==> src/rtl/imem_boot_loader.sv <==
// Boot loader: streams a length-prefixed, checksummed image into IMEM,
// releases the CPU, then holds it in reset on the first reported error.
module imem_boot_loader #(
    parameter int ADDR_W    = 8,
    parameter int MAX_WORDS = 256
) (
    input  logic              clk_i,
    input  logic              rst_i,
    input  logic              s_valid_i,
    input  logic [31:0]       s_data_i,
    output logic              s_ready_o,
    output logic              imem_we_o,
    output logic [31:0]       imem_addr_o,
    output logic [31:0]       imem_data_o,
    output logic              cpu_rst_o,
    input  logic              err_zero_i,
    input  logic              err_num_i,
    input  logic              addr_ovf_i,
    input  logic              misalign_i,
    output logic [2:0]        state_o,
    output logic [3:0]        err_status_o,
    output logic [1:0]        fault_o,
    output logic [ADDR_W:0]   words_loaded_o
);

    localparam logic [2:0] IDLE  = 3'd0;
    localparam logic [2:0] LOAD  = 3'd1;
    localparam logic [2:0] CHECK = 3'd2;
    localparam logic [2:0] RUN   = 3'd3;
    localparam logic [2:0] HALT  = 3'd4;
    localparam logic [2:0] FAULT = 3'd5;

    localparam logic [31:0]     MAX_W = 32'(MAX_WORDS);
    localparam logic [ADDR_W:0] ONE   = {{ADDR_W{1'b0}}, 1'b1};

    logic [2:0]      state_q, state_d;
    logic [ADDR_W:0] len_q, len_d;
    logic [ADDR_W:0] cnt_q, cnt_d;
    logic [31:0]     sum_q, sum_d;
    logic            we_q, we_d;
    logic [31:0]     addr_q, addr_d;
    logic [31:0]     data_q, data_d;
    logic            cpu_rst_q, cpu_rst_d;
    logic [3:0]      err_q, err_d;
    logic [1:0]      fault_q, fault_d;

    logic            xfer;
    logic            hdr_ok;
    logic [3:0]      err_in;
    logic [ADDR_W:0] cnt_nxt;

    assign s_ready_o = (state_q == IDLE) || (state_q == LOAD)
                    || (state_q == CHECK);
    assign xfer      = s_valid_i && s_ready_o;
    assign hdr_ok    = (s_data_i != 32'd0) && (s_data_i <= MAX_W);
    assign err_in    = {misalign_i, addr_ovf_i, err_num_i, err_zero_i};
    assign cnt_nxt   = cnt_q + ONE;

    always_comb begin
        state_d = state_q;
        len_d   = len_q;
        cnt_d   = cnt_q;
        sum_d   = sum_q;
        we_d    = 1'b0;
        addr_d  = addr_q;
        data_d  = data_q;
        err_d   = err_q;
        fault_d = fault_q;
        unique case (state_q)
            IDLE: begin
                if (xfer) begin
                    if (hdr_ok) begin
                        len_d   = s_data_i[ADDR_W:0];
                        cnt_d   = '0;
                        sum_d   = '0;
                        state_d = LOAD;
                    end else begin
                        fault_d = 2'b01;
                        state_d = FAULT;
                    end
                end
            end
            LOAD: begin
                if (xfer) begin
                    sum_d  = sum_q + s_data_i;
                    cnt_d  = cnt_nxt;
                    we_d   = 1'b1;
                    // count is always < 2^ADDR_W here, so the MSB is dropped
                    addr_d = {{(30 - ADDR_W){1'b0}},
                              cnt_q[ADDR_W-1:0], 2'b00};
                    data_d = s_data_i;
                    if (cnt_nxt == len_q) begin
                        state_d = CHECK;
                    end
                end
            end
            CHECK: begin
                if (xfer) begin
                    if (s_data_i == sum_q) begin
                        state_d = RUN;
                    end else begin
                        fault_d = 2'b10;
                        state_d = FAULT;
                    end
                end
            end
            RUN: begin
                if (|err_in) begin
                    err_d   = err_q | err_in;
                    state_d = HALT;
                end
            end
            default: begin
            end
        endcase
        // CPU is released on the very edge that enters RUN
        cpu_rst_d = (state_d == RUN);
    end

    always_ff @(posedge clk_i or negedge rst_i) begin
        if (!rst_i) begin
            state_q   <= IDLE;
            len_q     <= '0;
            cnt_q     <= '0;
            sum_q     <= '0;
            we_q      <= 1'b0;
            addr_q    <= '0;
            data_q    <= '0;
            cpu_rst_q <= 1'b0;
            err_q     <= '0;
            fault_q   <= '0;
        end else begin
            state_q   <= state_d;
            len_q     <= len_d;
            cnt_q     <= cnt_d;
            sum_q     <= sum_d;
            we_q      <= we_d;
            addr_q    <= addr_d;
            data_q    <= data_d;
            cpu_rst_q <= cpu_rst_d;
            err_q     <= err_d;
            fault_q   <= fault_d;
        end
    end

    assign imem_we_o      = we_q;
    assign imem_addr_o    = addr_q;
    assign imem_data_o    = data_q;
    assign cpu_rst_o      = cpu_rst_q;
    assign state_o        = state_q;
    assign err_status_o   = err_q;
    assign fault_o        = fault_q;
    assign words_loaded_o = cnt_q;

endmodule

==> config.mk <==
export PLATFORM = sky130hd
export DESIGN_NAME = imem_boot_loader
export DESIGN_NICKNAME = d
export VERILOG_FILES = /design/src/rtl/imem_boot_loader.sv
export SDC_FILE = /design/constraint.sdc
export NUM_CORES = 1
export LEC_CHECK = 0
export ABC_AREA = 1
export BUFFER_PORTS_ARGS = -buffer_cell sky130_fd_sc_hd__buf_2
export CORE_UTILIZATION = 62
export CTS_BUF_LIST = sky130_fd_sc_hd__clkbuf_8
export DETAILED_ROUTE_END_ITERATION = 8
export PLACE_DENSITY = 0.95
export SYNTH_ARGS = -nofsm -noshare
export SYNTH_HDL_FRONTEND = slang
export SYNTH_SLANG_ARGS = --single-unit
==> constraint.sdc <==
create_clock -name clk_i -period 3 [get_ports clk_i]
set_input_delay 0.6 -clock clk_i [delete_from_list [all_inputs] [get_ports clk_i]]
set_output_delay 0.6 -clock clk_i [all_outputs]
set_load 0.05 [all_outputs]
# [Word level (Yosys, flattened, before mapping)]
# Index checks and enable logic that the tools add are counted.
[word_totals] reg_bits=101 latch_bits=0 ramBits=0 mem_bits_ro=0 input_bits=39 n_memories=0
[op_classes] n_addsub=2 n_mul=0 n_div=0 n_lt_le_gt_ge=1 n_eq_ne=12 n_shift=0 muxes=23 n_bitwise=1 n_reduce_logical=14
[op_table] cell="32-bit 2-to-1 mux" n=3
[op_table] cell="32-bit case mux with 2 select lines" n=1
[op_table] cell="32-bit adder" n=1
[op_table] cell="32-bit equality test" n=1
[op_table] cell="32-bit by 9-bit <= comparator with 1-bit output (second input constant)" n=1
[op_table] cell="32-bit nonzero test" n=1
[op_table] cell="9-bit 2-to-1 mux" n=3
[op_table] cell="3-bit 2-to-1 mux" n=7
[op_table] cell="9-bit case mux with 2 select lines" n=1
[op_table] cell="2-bit inequality test (second input constant)" n=6
[op_table] cell="3-bit case mux with 4 select lines" n=1
[op_table] cell="9-bit by 1-bit adder with 9-bit output (second input constant)" n=1
[op_table] cell="3-bit by 2-bit equality test with 1-bit output (second input constant)" n=3
[op_table] cell="9-bit equality test" n=1
[op_table] cell="2-bit 2-to-1 mux" n=4
[op_table] cell="5-bit AND reduction" n=1
[op_table] cell="4-bit OR" n=1
[op_table] cell="2-bit case mux with 2 select lines" n=1
[op_table] cell="2-bit AND reduction" n=2
[op_table] cell="4-bit AND reduction" n=1
[op_table] cell="2-bit nonzero test" n=2
[op_table] cell="4-bit OR reduction" n=1
[op_table] cell="3-bit by 1-bit equality test with 1-bit output (second input constant)" n=1
[op_table] cell="3-bit zero test" n=1
[op_table] cell="other kinds (4)" n=7

# [Logic depth before layout (Yosys ltp)]
# Gate-level depths: netlist of the first run.
[depth] word_depth=7 depth_mapped=14 ltp_nobuf=14

# [Worst setup path before layout of the first run]
# No wires, ideal clock.
[synth_timing] kind="register to register" start="register state_q[1], in the netlist state_o[1]" end="register cpu_rst_q, in the netlist cpu_rst_o" setup_time_ps=71 arrival_time_ps=2288 path_slack_ps=641 stages_incl_launch_ff=12 path_buffers=0 period_less_slack_ps=2359 cell_sequence="dfrtp_1 -> a21oi_1 -> nand2_1 -> inv_1 -> nand3_1 -> nor2_1 -> inv_1 -> nor2_1 -> nand4_1 -> nand2_1 -> nand2_1 -> nor2_1"
[synth_between] elab_chain_cells=7 word_cells_on_any_way=14
[synth_lines] element="start: declaration" line="36" rtl="logic [2:0] state_q, state_d;"
[synth_lines] element="start signal: assignment" line="133" rtl="state_q <= state_d;"
[synth_lines] element="3-bit by 1-bit equality test with 1-bit output or 3-bit zero test (tied branches)" line="52" rtl="assign s_ready_o = (state_q == IDLE) || (state_q == LOAD)"
[synth_lines] element="1-bit logical OR" line="52"
[synth_lines] element="1-bit logical OR *" line="53" rtl="|| (state_q == CHECK);"
[synth_lines] element="net s_ready_o" line="11" rtl="output logic s_ready_o,"
[synth_lines] element="1-bit logical AND *" line="54" rtl="assign xfer = s_valid_i && s_ready_o;"
[synth_lines] element="3-bit 2-to-1 mux (on tied branches)" line="98, 71, 84"
[synth_lines] element="3-bit case mux with 4 select lines *" line="69" rtl="unique case (state_q)"
[synth_lines] element="3-bit by 2-bit equality test with 1-bit output *" line="117" rtl="cpu_rst_d = (state_d == RUN);"
[synth_lines] element="net cpu_rst_d" line="43" rtl="logic cpu_rst_q, cpu_rst_d;"
[synth_lines] element="end signal: assignment" line="140" rtl="cpu_rst_q <= cpu_rst_d;"
[synth_lines] element="end: declaration" line="43"
# The timed path passes the listed nets; every way through them passes the cells marked *.
# A chain may end at the register's enable or synchronous reset.

# [Worst setup path after layout of the first run]
[layout_timing] start="register sum_q[0]" end="register sum_q[26]"
[layout_between] elab_chain_cells=3
[layout_lines] element="start: declaration" line="39" rtl="logic [31:0] sum_q, sum_d;"
[layout_lines] element="start signal: assignment" line="136" rtl="sum_q <= sum_d;"
[layout_lines] element="32-bit adder" line="85" rtl="sum_d = sum_q + s_data_i;"
[layout_lines] element="32-bit 2-to-1 mux" line="84" rtl="if (xfer) begin"
[layout_lines] element="32-bit case mux with 2 select lines" line="69"
# Every way passes these cells. The select of a mux whose other input is x is not followed.

==> reports/metrics.csv, run 1 <==
stage,metric,value,unit
synthesis,synth_warnings,0,
layout,multi_input_comb_area,0.003408,sq mm
placement,post-place-ws,0.3819,ns
setup_path,critical_path.max_fanout,4,
detailed_routing,drt.antenna.violating_nets,0,
flow_run,cap_violations,0,
setup_path,reg2reg_setup_slack,0.71,ns
placement,routabilityCongestion,0.9955,
setup_path,critPathArrivalTime,2.60,ns
clock_network,tritoncts,done,
global_route,grt_pass1_vias,6092,
layout,layout_cells_sized_above_1,13.11,%
layout,n_antenna_cell,0,
layout,final_nets,1074,
floorplanning,initial_utilization,65.07,%
sta,fin_crit,2.295,ns
clock_network,clock_tree.htree_level_count,3,
sta,timing.final.max_slew_violations,0,
setup_path,crit_path_top_delay_cell,sky130_fd_sc_hd__fa_1,
setup_path,worstReg2RegEnd,sum_q[26],
setup_path,max_stage_delay,0.42,ns
detailed_routing,routed-via-count,6377,
sta,final.period_utilization,76.50,%
clock_network,clk_pin_slew_worst_paths,0.11,ns
global_route,grt_pass1_wl,28.45,mm
floorplanning,rows,36,
sta,setup_slack,0.7051,ns
detailed_routing,drc_errors,0,
detailed_routing,routedWlPerCell,15.01,um
global_route,antenna_found_initial,0,
sta,final.setup.tns,0,ns
setup_path,path_common_cell,sky130_fd_sc_hd__nand3_1,
pwr,pwrdens,977.7,mW/mm^2
placement,hpwlAfterDp,13.05,mm
clock_network,post_cts_resize_count,0,
floorplanning,ioPinCount,124,
setup_path,timing.critical_path.cells,"ha_1, fa_1, nand3_1, nand3_1, a21boi_1, o21bai_1, nand3_1, nand3_1, nand2_1, nand2_1, o21ai_1",
setup_path,start_kind,flop,
clock_network,post_cts.repair.setup_buffers,0,
sta,report.final.hold_viol_count,0,
status,run_status,finished clean,
layout,regArea,0.002527,sq mm
setup_path,setup.worst_path.start,sum_q[0],
detailed_routing,routed_via_count_divided_by_cell_count,5.594,
clock_network,clk_latency,0.38,ns
global_route,globalRouteOverflowTotal,0,
setup_path,timing.reg2reg.worst_path_depth,11,
setup_path,required,3.31,ns
floorplanning,chipWidth,104.2,um
sta,slew_at_the_pin_closest_to_its_max_slew_limit,0.8183,ns
setup_path,critPathKind,reg -> reg,
clock_network,cts_num_sinks,101,
clock_network,hold_buffers_post_cts,0,
pwr,power.ir.vdd_worst,587.1,uV
floorplanning,die-area,0.01086,sq mm
synthesis,synth.cell_area,0.006477,sq mm
clock_network,clock-root-buffer,sky130_fd_sc_hd__clkbuf_8,
pwr,cellLeakagePower,3.815,nW
synthesis,post_synthesis_sequential_area_ratio,39.02,%
detailed_routing,drt-initial-drc-count,606,
synthesis,synth_cells,905,
setup_path,critical_path_buf_inv_count,0,
floorplanning,die_y,104.2,um
detailed_routing,drt_pre_antenna_iters,6,
setup_path,critical-path-top-delay-family,adder cells,
synthesis,synth.lib_cells_used.distinct,36,
layout,fill_cells,854,
clock_network,tritoncts.num_buffers,9,
clock_network,cts-root-to-sink-buffers,2,
global_route,groute.usage.overall,32.81,%
placement,placement.io_buffers,99,
sta,maxSlewHeadroom,45.32,%
detailed_routing,drt_wl_total,17.12,mm
sta,finalSetupViolCount,0,
sta,worst_clock_skew,0.01397,ns
sta,fmax,435.7,MHz
synthesis,synth_seq_cells,101,
floorplanning,floorplan.core_area,0.009955,sq mm
setup_path,timing.critical_path.to_type,flop,
sta,setup_repair_after_global_routing_missed_its_margin,false,
layout,area_delta_synth_final,11.47,%
global_route,largest_net_degree_at_the_start_of_global_routing,78,
setup_path,timing.rr.start,sum_q[0],
hold_path,hold_path.class,in -> async,
synthesis,syn_area_per_cell,7.157,sq um
==> synthesized netlist by cell type (all sizes together) <==
library cell	number	area share [%]
o21bai	14	1.6
nor2	89	5.7
o211ai	1	0.12
conb	1	0.058
or2	1	0.097
fa	1	0.31
nor3	14	1.1
o21ai	88	6.9
xnor2	6	0.81
a21oi	51	3.9
ha	32	6.2
inv	96	5.6
o22ai	3	0.29
a21boi	5	0.58
nand3b	1	0.12
clkbuf	11	0.64
nand2	281	17
nand4	14	1.4
dfrtp	101	39
nand3	53	4.1
a31oi	1	0.097
xor2	6	0.81
buf	29	3.5
a21o	1	0.12
or3	1	0.097
nor4	4	0.39
==> layer usage <==
metal	vias up	wire (um)	share of wire, %	global-route usage (%)
met2	305	8197	48	54.14
li1	3080	-	-	-
met5	-	0	0	0
met1	2938	7106	42	43.04
met4	0	535	3.1	14.69
met3	54	1275	7.4	4.511
==> metrics by stage <==
stage | hold slack (ns) | power (mW) | cells | instance area [sq um] | util (%)
finish | 0.1003 | 7.060 | 1140 | 7221 | 72.54
global route | 0.1124 | 7.537 | 1140 | 7221 | 72.54
CTS | 0.09677 | 7.024 | 1140 | 7221 | 72.54
detailed placement | 0.4535 | 6.087 | 1124 | 7015 | 70.48
global placement | 0.4493 | 5.993 | 1124 | 7015 | 70.48
floorplan | 0.3044 | 5.130 | 928 | 6564 | -
==> worst max-delay path by stage <==
stage	end	slack [ns]	cells past startpoint
floorplan	cpu_rst_o	0.64	11
global placement	sum_q[26]	0.49	12
detailed placement	sum_q[26]	0.38	12
CTS	sum_q[26]	0.74	11
global route	sum_q[26]	0.47	11
finish	sum_q[26]	0.71	11
==> kinds of logic after synthesis <==
group,share of synthesized area [%]
and+or+nand+nor,29.44
DFF,39.02
buffers and inverters,9.697
adders and majority gates,6.490
xor gates and xnor gates,1.623
other,0.05789
AOI/OAI and AO/OA,13.68
==> flip-flops by register name, summed over array words and instances, names as in the netlist <==
register,cells
imem_we_o,1
fault_o,2
sum_q,32
state_o,3
cpu_rst_o,1
words_loaded_o,9
len_q,9
imem_addr_o,8
err_status_o,4
imem_data_o,32
==> power by group <==
group	switching, mW	total, mW	internal, mW
Clock	0.527	0.927	0.400
Sequential	0.352	2.17	1.82
Combinational	2.88	3.97	1.09
==> worst reg2reg max path: stages (launching register included) <==
cell	delay, ns
sky130_fd_sc_hd__dfrtp_1	0.40
sky130_fd_sc_hd__ha_1	0.22
sky130_fd_sc_hd__fa_1	0.42
sky130_fd_sc_hd__nand3_1	0.11
sky130_fd_sc_hd__nand3_1	0.15
sky130_fd_sc_hd__a21boi_1	0.34
sky130_fd_sc_hd__o21bai_1	0.17
sky130_fd_sc_hd__nand3_1	0.10
sky130_fd_sc_hd__nand3_1	0.08
sky130_fd_sc_hd__nand2_1	0.07
sky130_fd_sc_hd__nand2_1	0.05
sky130_fd_sc_hd__o21ai_1	0.12
==> cell type report <==
| type | instances | share of cell area (%) |
|---|---|---|
| Clock buffer | 9 | 1.715 |
| Inverter | 96 | 4.990 |
| Multi-Input combinational cell | 691 | 47.20 |
| Sequential cell | 101 | 35.00 |
| Clock inverter | 7 | 1.126 |
| Tap cell | 133 | 2.305 |
| Timing Repair Buffer | 103 | 7.659 |
==> cells in the final DEF, fill, tap and decap left out, types with 3 or more instances in the layout <==
cell / instances
sky130_fd_sc_hd__o22ai_1: 3
sky130_fd_sc_hd__buf_2: 98
sky130_fd_sc_hd__a21boi_0: 4
sky130_fd_sc_hd__nand3_1: 53
sky130_fd_sc_hd__o21bai_1: 14
sky130_fd_sc_hd__o21ai_0: 60
sky130_fd_sc_hd__nor3_1: 14
sky130_fd_sc_hd__conb_1: 24
sky130_fd_sc_hd__dfrtp_1: 101
sky130_fd_sc_hd__a21oi_1: 51
sky130_fd_sc_hd__nand2_2: 3
sky130_fd_sc_hd__nor4_1: 4
sky130_fd_sc_hd__nor2_1: 83
sky130_fd_sc_hd__o21ai_1: 26
sky130_fd_sc_hd__xnor2_1: 6
sky130_fd_sc_hd__buf_4: 3
sky130_fd_sc_hd__ha_1: 32
sky130_fd_sc_hd__nor2_4: 4
sky130_fd_sc_hd__nand2_1: 277
sky130_fd_sc_hd__clkbuf_8: 9
sky130_fd_sc_hd__inv_1: 95
sky130_fd_sc_hd__xor2_1: 6
sky130_fd_sc_hd__nand4_1: 14
Power figures use the tool's default switching activity.
==> run 2, diff against run 1 <==
--- a/config.mk
+++ b/config.mk
@@ -7,10 +7,10 @@
 export LEC_CHECK = 0
 export ABC_AREA = 1
 export BUFFER_PORTS_ARGS = -buffer_cell sky130_fd_sc_hd__buf_2
-export CORE_UTILIZATION = 62
+export CORE_UTILIZATION = 52
 export CTS_BUF_LIST = sky130_fd_sc_hd__clkbuf_8
 export DETAILED_ROUTE_END_ITERATION = 8
-export PLACE_DENSITY = 0.95
+export PLACE_DENSITY = 0.87
 export SYNTH_ARGS = -nofsm -noshare
 export SYNTH_HDL_FRONTEND = slang
 export SYNTH_SLANG_ARGS = --single-unit
==> constraint.sdc (replaced) <==
create_clock -name clk_i -period 2 [get_ports clk_i]
set_input_delay 0.4 -clock clk_i [delete_from_list [all_inputs] [get_ports clk_i]]
set_output_delay 0.4 -clock clk_i [all_outputs]
set_load 0.05 [all_outputs]
==> reports/metrics.csv, run 2 (synthesis gave the netlist of run 1 again) <==
stage,metric,value,unit,change
layout,n_antenna_cell,0,,unchanged
layout,final_nets,1172,,was 1074
setup_path,crit_path_top_delay_cell,sky130_fd_sc_hd__dfrtp_1,,was sky130_fd_sc_hd__fa_1
sta,timing.final.max_slew_violations,0,,unchanged
sta,finalSetupViolCount,1,,was 0
placement,hpwlAfterDp,13.65,mm,was 13.05 mm
sta,final.period_utilization,101.2,%,was 76.50%
sta,fmax,493.9,MHz,was 435.7 MHz
detailed_routing,routed-via-count,6918,,was 6377
global_route,groute.usage.overall,28.86,%,was 32.81%
floorplanning,initial_utilization,53.70,%,was 65.07%
clock_network,cts-root-to-sink-buffers,2,,unchanged
clock_network,clock_tree.htree_level_count,3,,unchanged
setup_path,critical_path.max_fanout,3,,was 4
setup_path,start_kind,flop,,unchanged
setup_path,path_common_cell,sky130_fd_sc_hd__nand2_1,,was sky130_fd_sc_hd__nand3_1
layout,final_common_cell,sky130_fd_sc_hd__nand2_1,,unchanged
floorplanning,ioPinCount,124,,unchanged
clock_network,cts_num_sinks,101,,unchanged
setup_path,timing.critical_path.to_type,flop,,unchanged
sta,setup_slack,-0.02486,ns,was 0.7051 ns
setup_path,critPathArrivalTime,2.36,ns,was 2.60 ns
layout,mostFrequentLayoutCells,"sky130_fd_sc_hd__nand2_1 (266), sky130_fd_sc_hd__dfrtp_1 (100), sky130_fd_sc_hd__buf_2 (98), sky130_fd_sc_hd__buf_4 (98), sky130_fd_sc_hd__inv_1 (93)",,"was sky130_fd_sc_hd__nand2_1 (277), sky130_fd_sc_hd__dfrtp_1 (101), sky130_fd_sc_hd__buf_2 (98), sky130_fd_sc_hd__inv_1 (95), sky130_fd_sc_hd__nor2_1 (83)"
detailed_routing,drt.antenna.violating_nets,0,,unchanged
floorplanning,die-area,0.01291,sq mm,was 0.01086 sq mm
clock_network,clk_latency,0.40,ns,was 0.38 ns
placement,post-place-ws,-0.2234,ns,was 0.3819 ns
setup_path,required,2.33,ns,was 3.31 ns
global_route,globalRouteOverflowTotal,0,,unchanged
layout,layout_cells_sized_above_1,28.87,%,was 13.11%
clock_network,clock-root-buffer,sky130_fd_sc_hd__clkbuf_8,,unchanged
setup_path,max_stage_delay,0.41,ns,was 0.42 ns
floorplanning,floorplan.core_area,0.01206,sq mm,was 0.009955 sq mm
clock_network,clk_pin_slew_worst_paths,0.10,ns,was 0.11 ns
global_route,largest_net_degree_at_the_start_of_global_routing,59,,was 78
status,run_status,finished with violations,,was finished clean
pwr,pwrdens,1448,mW/mm^2,was 977.7 mW/mm^2
sta,worst_clock_skew,0.01165,ns,was 0.01397 ns
floorplanning,chipWidth,113.6,um,was 104.2 um
detailed_routing,routedWlPerCell,15.08,um,was 15.01 um
floorplanning,die_y,113.6,um,was 104.2 um
detailed_routing,drt_wl_total,19.20,mm,was 17.12 mm
flow_run,cap_violations,0,,unchanged
layout,finalCoreUtilization,71.09,%,was 72.54%
clock_network,tritoncts,done,,unchanged
detailed_routing,drt-initial-drc-count,592,,was 606
pwr,post-layout-total-power,12.41,mW,was 7.060 mW
setup_path,timing.critical_path.cells,"ha_2, fa_2, nand3_2, nand3_4, a21oi_2, or2_1, nand3_1, nand2_1, nand2_1, o21ai_1",,"was ha_1, fa_1, nand3_1, nand3_1, a21boi_1, o21bai_1, nand3_1, nand3_1, nand2_1, nand2_1, o21ai_1"
hold_path,min_path_cells,3,,
detailed_routing,routed_via_count_divided_by_cell_count,5.434,,was 5.594
placement,placement.io_buffers,99,,unchanged
pwr,power.ir.vdd_worst,838.7,uV,was 587.1 uV
hold_path,hold_path.class,in -> reg,,was in -> async
sta,fin_crit,2.025,ns,was 2.295 ns
clock_network,tritoncts.num_buffers,9,,unchanged
global_route,grt_pass1_wl,29.44,mm,was 28.45 mm
setup_path,critPathKind,reg -> reg,,unchanged
global_route,grt_pass1_vias,6417,,was 6092
setup_path,timing.reg2reg.worst_path_depth,10,,was 11
sta,report.final.hold_viol_count,0,,unchanged
global_route,antenna_found_initial,0,,unchanged
detailed_routing,drc_errors,0,,unchanged
placement,routabilityCongestion,1.010,,was 0.9955
sta,setup_repair_after_global_routing_missed_its_margin,true,,was false
detailed_routing,drt_pre_antenna_iters,5,,was 6
layout,area_delta_synth_final,32.37,%,was 11.47%
floorplanning,rows,40,,was 36
status,failing_checks,negative setup slack,,
pwr,cellLeakagePower,4.329,nW,was 3.815 nW
run 2: changes by cell type in the layout (fill, tap and decap cells not counted), sizes merged:
cell         previous run  this run
buf                   103       200
bufinv                  1         0
clkbuf                  9        10
clkinv                  1         2
dlygate4sd3             0         1
inv                   100        99
run 2: worst max-delay path: cells and delay by family, from the launching register on:
kind	cells	cell delay [ns]
AO/OA/AOI/OAI	2	0.38
adder cells (fa/ha/maj)	2	0.54
flip-flops	1	0.41
AND/OR/NAND/NOR	6	0.63
run 2: per-stage QoR:
| stage | area [sq um] | std cells | hold WS [ns] | TNS [ns] |
|---|---|---|---|---|
| floorplan | 6579 | 928 | 0.1044 | 0 |
| global placement | 7760 | 1247 | 0.3847 | -5.051 |
| detailed placement | 7760 | 1247 | 0.3891 | -4.972 |
| CTS | 7990 | 1265 | 0.2271 | -0.01172 |
| global route | 8574 | 1273 | 0.2478 | -0.7756 |
| finish | 8574 | 1273 | 0.2369 | -0.02486 |
run 2: report_power, final:
group          internal, mW  total [mW]  switching [mW]  leakage [nW]
clock network         0.496        1.29           0.796        0.0947
logic                  2.84        7.79            4.94          3.00
registers              2.72        3.34           0.611          1.23
run 2: per-layer routing:
layer  GRT usage (%)  vias up  share of wire, %
li1                -     3288                 -
met1           35.47     3280                40
met2           49.72      279                49
met3           5.260       71               5.8
met4           12.46        0               4.5
met5               0        -                 0
run 2: area by class of cell:
class                   instances  area, sq um
clock buffers                  10        137.6
clock inverters                 6        46.29
fillers                       938         3487
inverters                      96        360.3
multi-input cells             691         3975
flip-flops and latches        101         2529
well taps                     168        210.2
repair buffers                201         1316
run 2: worst paths after layout:
path / to / slack [ns] / start
worst max-delay path: sum_q[24] / -0.02 / sum_q[0]
worst min-delay path: imem_data_o[29] / 0.24 / s_data_i[29]
worst max register to register: sum_q[24] / -0.02 / sum_q[0]
worst min register to register: imem_data_o[26] / 0.48 / imem_data_o[26]
max in group asynchronous: sum_q[29] / 0.94 / rst_i
min in group asynchronous: imem_addr_o[5] / 0.49 / rst_i
run 2: what timing repair did:
action	in CTS	in global routing
buffers inserted	1	8
hold buffers	1	0
endpoints found under the setup margin	12	29
gates resized for setup	8	117
endpoints found under the hold margin	30	0
pin swaps	3	18
gates cloned	0	0
==> run 3, diff against run 2 <==
--- a/config.mk
+++ b/config.mk
@@ -5,7 +5,6 @@
 export SDC_FILE = /design/constraint.sdc
 export NUM_CORES = 1
 export LEC_CHECK = 0
-export ABC_AREA = 1
 export BUFFER_PORTS_ARGS = -buffer_cell sky130_fd_sc_hd__buf_2
 export CORE_UTILIZATION = 52
 export CTS_BUF_LIST = sky130_fd_sc_hd__clkbuf_8
==> reports/metrics.csv, run 3 <==
stage,metric,value,unit,change
setup_path,critical_path_buf_inv_count,0,,unchanged
clock_network,tritoncts,done,,unchanged
setup_path,critPathKind,reg -> reg,,unchanged
pwr,power.ir.vdd_worst,986.2,uV,was 838.7 uV
hold_path,hold_path.class,in -> reg,,unchanged
synthesis,synth_top_area_share,42.00,%,was 39.02%
synthesis,yosys.cell_count.top_type,sky130_fd_sc_hd__nand2_1,,unchanged
clock_network,clock-root-buffer,sky130_fd_sc_hd__clkbuf_8,,unchanged
pwr,pwrdens,1594,mW/mm^2,was 1448 mW/mm^2
synthesis,synth_edf_count,0,,unchanged
floorplanning,ioPinCount,124,,unchanged
synthesis,synth_seq_cells,101,,unchanged
synthesis,synth.lib_cells_used.distinct,61,,was 36
synthesis,syn_area_per_cell,8.914,sq um,was 7.157 sq um
setup_path,timing.critical_path.to_type,flop,,unchanged
sta,fmax,342.0,MHz,was 493.9 MHz
floorplanning,die_y,109.6,um,was 113.6 um
synthesis,synth_warnings,0,,unchanged
layout,area_delta_synth_final,39.59,%,was 32.37%
synthesis,cell_type_contributing_the_most_total_cell_area_after_synthesis,sky130_fd_sc_hd__dfrtp_1,,unchanged
hold_path,min_path_cells,2,,was 3
setup_path,timing.critical_path.cells,"ha_4, fa_2, a21oi_4, nor2_2, o21ai_2, o21ai_1, a211oi_2, o21a_2, o31ai_4, or4b_1, a31oi_1",,"was ha_2, fa_2, nand3_2, nand3_4, a21oi_2, or2_1, nand3_1, nand2_1, nand2_1, o21ai_1"
sta,worst_clock_skew,0.03076,ns,was 0.01165 ns
pwr,power_frac_comb,64.8,%,was 62.7%
detailed_routing,drt_pre_antenna_iters,7,,was 5
synthesis,synth_cells,675,,was 905
setup_path,max_stage_delay,0.51,ns,was 0.41 ns
sta,report.final.hold_viol_count,0,,unchanged
clock_network,cts_num_sinks,101,,unchanged
layout,finalCoreUtilization,75.82,%,was 71.09%
sta,timing.final.max_slew_violations,0,,unchanged
sta,fin_crit,2.924,ns,was 2.025 ns
pwr,power_switching_share,50.03,%,was 51.16%
clock_network,clock_tree.htree_level_count,3,,unchanged
layout,final_area,0.008399,sq mm,was 0.008574 sq mm
floorplanning,initial_utilization,54.31,%,was 53.70%
synthesis,synth.cell_area,0.006017,sq mm,was 0.006477 sq mm
setup_path,worstReg2RegEnd,sum_q[30],,was sum_q[24]
clock_network,clk_pin_slew_worst_paths,0.11,ns,was 0.10 ns
detailed_routing,drt.antenna.violating_nets,0,,unchanged
flow_run,cap_violations,0,,unchanged
detailed_routing,routed-via-count,6275,,was 6918
floorplanning,die-area,0.01201,sq mm,was 0.01291 sq mm
setup_path,required,2.31,ns,was 2.33 ns
detailed_routing,routed_via_count_divided_by_cell_count,6.086,,was 5.434
placement,dpl_cell_area,0.007646,sq mm,was 0.007760 sq mm
global_route,groute.usage.overall,31.57,%,was 28.86%
global_route,largest_net_degree_at_the_start_of_global_routing,97,,was 59
placement,routabilityCongestion,0.9269,,was 1.010
layout,final_nets,958,,was 1172
pwr,internal_power,6.689,mW,was 6.063 mW
layout,layout_cells_sized_above_1,40.97,%,was 28.87%
global_route,globalRouteOverflowTotal,0,,unchanged
setup_path,critical_path.max_fanout,2,,was 3
global_route,grt_pass1_vias,5905,,was 6417
setup_path,start_kind,flop,,unchanged
detailed_routing,drt-initial-drc-count,591,,was 592
synthesis,post_synthesis_sequential_area_ratio,42.00,%,was 39.02%
setup_path,crit_path_top_delay_cell,sky130_fd_sc_hd__or4b_1,,was sky130_fd_sc_hd__dfrtp_1
clock_network,tritoncts.num_buffers,9,,unchanged
setup_path,critPathArrivalTime,3.23,ns,was 2.36 ns
detailed_routing,drt_wl_total,20.52,mm,was 19.20 mm
pwr,cellLeakagePower,4.241,nW,was 4.329 nW
synthesis,synthTopCellsByArea,"sky130_fd_sc_hd__dfrtp_1 (42%), sky130_fd_sc_hd__nand2_1 (11%), sky130_fd_sc_hd__ha_1 (6.7%)",,"was sky130_fd_sc_hd__dfrtp_1 (39%), sky130_fd_sc_hd__nand2_1 (16%), sky130_fd_sc_hd__ha_1 (6.2%)"
hold_path,hold_path_end,err_status_o[2],,was imem_data_o[29]
layout,n_antenna_cell,0,,unchanged
hold_path,worstHoldStart,addr_ovf_i,,was s_data_i[29]
sta,finalSetupViolCount,31,,was 1
status,failing_checks,negative setup slack,,unchanged
placement,placement.io_buffers,99,,unchanged
floorplanning,floorplan.core_area,0.01108,sq mm,was 0.01206 sq mm
setup_path,timing.rr.start,sum_q[0],,unchanged
detailed_routing,routedWlPerCell,19.90,um,was 15.08 um
layout,fill_cells,672,,was 938
setup_path,reg2reg_setup_slack,-0.92,ns,was -0.02 ns
status,run_status,finished with violations,,unchanged
synthesis,async_flop_share,100.0,%,unchanged
sta,setup_slack,-0.9244,ns,was -0.02486 ns
pwr,power.share.clock,10.4,%,about the same
pwr,share_seq_of_total_power,24.8,%,was 26.9%
sta,final.period_utilization,146.2,%,was 101.2%
global_route,grt_pass1_wl,28.92,mm,was 29.44 mm
global_route,antenna_found_initial,0,,unchanged
placement,hpwlAfterDp,12.32,mm,was 13.65 mm
setup_path,critical-path-top-delay-family,compound AO/OA/AOI/OAI gates,,was simple AND/OR/NAND/NOR gates
synthesis,synthTopCellsByCount,"sky130_fd_sc_hd__nand2_1 (171), sky130_fd_sc_hd__dfrtp_1 (101), sky130_fd_sc_hd__o21ai_0 (46)",,"was sky130_fd_sc_hd__nand2_1 (277), sky130_fd_sc_hd__dfrtp_1 (101), sky130_fd_sc_hd__inv_1 (94)"
floorplanning,chipWidth,109.6,um,was 113.6 um
sta,hold_slack,0.2084,ns,was 0.2369 ns
floorplanning,rows,38,,was 40
synthesis,postSynth.topFlopCell,sky130_fd_sc_hd__dfrtp_1,,unchanged
setup_path,timing.reg2reg.worst_path_depth,11,,was 10
sta,setup_repair_after_global_routing_missed_its_margin,true,,unchanged
clock_network,clk_latency,0.42,ns,was 0.40 ns
pwr,post-layout-total-power,13.39,mW,was 12.41 mW
layout,final_common_cell,sky130_fd_sc_hd__nand2_1,,unchanged
clock_network,cts-root-to-sink-buffers,2,,unchanged
placement,post-place-ws,-0.9022,ns,was -0.2234 ns
pwr,total_switching_power,6.696,mW,was 6.350 mW
detailed_routing,drc_errors,0,,unchanged
layout,mostFrequentLayoutCells,"sky130_fd_sc_hd__nand2_1 (169), sky130_fd_sc_hd__buf_4 (126), sky130_fd_sc_hd__buf_2 (98), sky130_fd_sc_hd__dfrtp_1 (92), sky130_fd_sc_hd__nand3_1 (29)",,"was sky130_fd_sc_hd__nand2_1 (266), sky130_fd_sc_hd__dfrtp_1 (100), sky130_fd_sc_hd__buf_2 (98), sky130_fd_sc_hd__buf_4 (98), sky130_fd_sc_hd__inv_1 (93)"
[run 3: cells by family (layout without fill, tap and decap cells)]
group                    Yosys count  in the layout  share of synthesized area [%]
adder cells (fa/ha/maj)           33             33                          6.987
AO/OA/AOI/OAI                    144            144                          16.24
multiplexers                      11             11                          2.017
flip-flops                       101            101                          42.00
XOR/XNOR                          45             45                          6.675
AND/OR/NAND/NOR                  276            276                          20.21
buffers and inverters             64            257                          5.802
other                              1             24                        0.06232
[run 3: per-stage QoR]
stage / cells / TNS [ns]
floorplan: 698 / -3.159
global route: 1031 / -15.90
finish: 1031 / -13.89
global placement: 1000 / -18.83
CTS: 1024 / -9.165
detailed placement: 1000 / -20.44
[run 3: timing repair]
item                                    4_1_cts  5_1_grt
hold buffers                                  1        0
hold endpoints to repair                     26        0
pin swaps                                    39       39
endpoints found under the setup margin       32       45
resized for setup                            46       48
setup buffers                                 8        8
[run 3: worst max-delay path by stage]
| stage | depth (start not counted) | slack [ns] | end | startpoint |
|---|---|---|---|---|
| after floorplan | 11 | -0.58 | sum_q[30] | sum_q[0] |
| after global placement | 12 | -0.83 | sum_q[30] | s_data_i[0] |
| after detailed placement | 12 | -0.90 | sum_q[30] | s_data_i[0] |
| after CTS | 11 | -0.73 | sum_q[30] | sum_q[0] |
| after global routing | 11 | -0.99 | sum_q[30] | sum_q[0] |
| final | 11 | -0.92 | sum_q[30] | sum_q[0] |
[run 3: worst reg2reg max path, stage by stage (launching register included)]
cell and delay [ns]:
sky130_fd_sc_hd__dfrtp_1 0.48, sky130_fd_sc_hd__ha_4 0.22, sky130_fd_sc_hd__fa_2 0.37, sky130_fd_sc_hd__a21oi_4 0.17, sky130_fd_sc_hd__nor2_2 0.06, sky130_fd_sc_hd__o21ai_2 0.13, sky130_fd_sc_hd__o21ai_1 0.10, sky130_fd_sc_hd__a211oi_2 0.30
sky130_fd_sc_hd__o21a_2 0.23, sky130_fd_sc_hd__o31ai_4 0.06, sky130_fd_sc_hd__or4b_1 0.51, sky130_fd_sc_hd__a31oi_1 0.21
[run 3: layout make-up]
type	instances	area [sq um]	area share, %
Timing Repair Buffer	235	1589	18.92
Clock inverter	7	78.83	0.9385
Clock buffer	9	123.9	1.475
Tap cell	140	175.2	2.086
Sequential cell	101	2539	30.22
Inverter	6	22.52	0.2681
Multi-Input combinational cell	533	3871	46.09
[run 3: per-layer routing]
metal	track usage [%]	vias to the layer above	wire, um
li1	-	2698	-
met1	39.08	3001	7770
met2	51.30	450	9656
met3	4.742	126	1699
met4	20.86	0	1392
met5	0	-	0
[run 3: power by group through the flow]
stage	combinational, mW	clock, mW	sequential, mW
2_1_floorplan	3.62	0	4.76
3_3_place_gp	7.06	0	3.23
3_5_place_dp	7.32	0	3.29
4_1_cts	7.88	1.37	3.26
5_1_grt	9.19	1.46	3.38
6_report	8.67	1.40	3.32
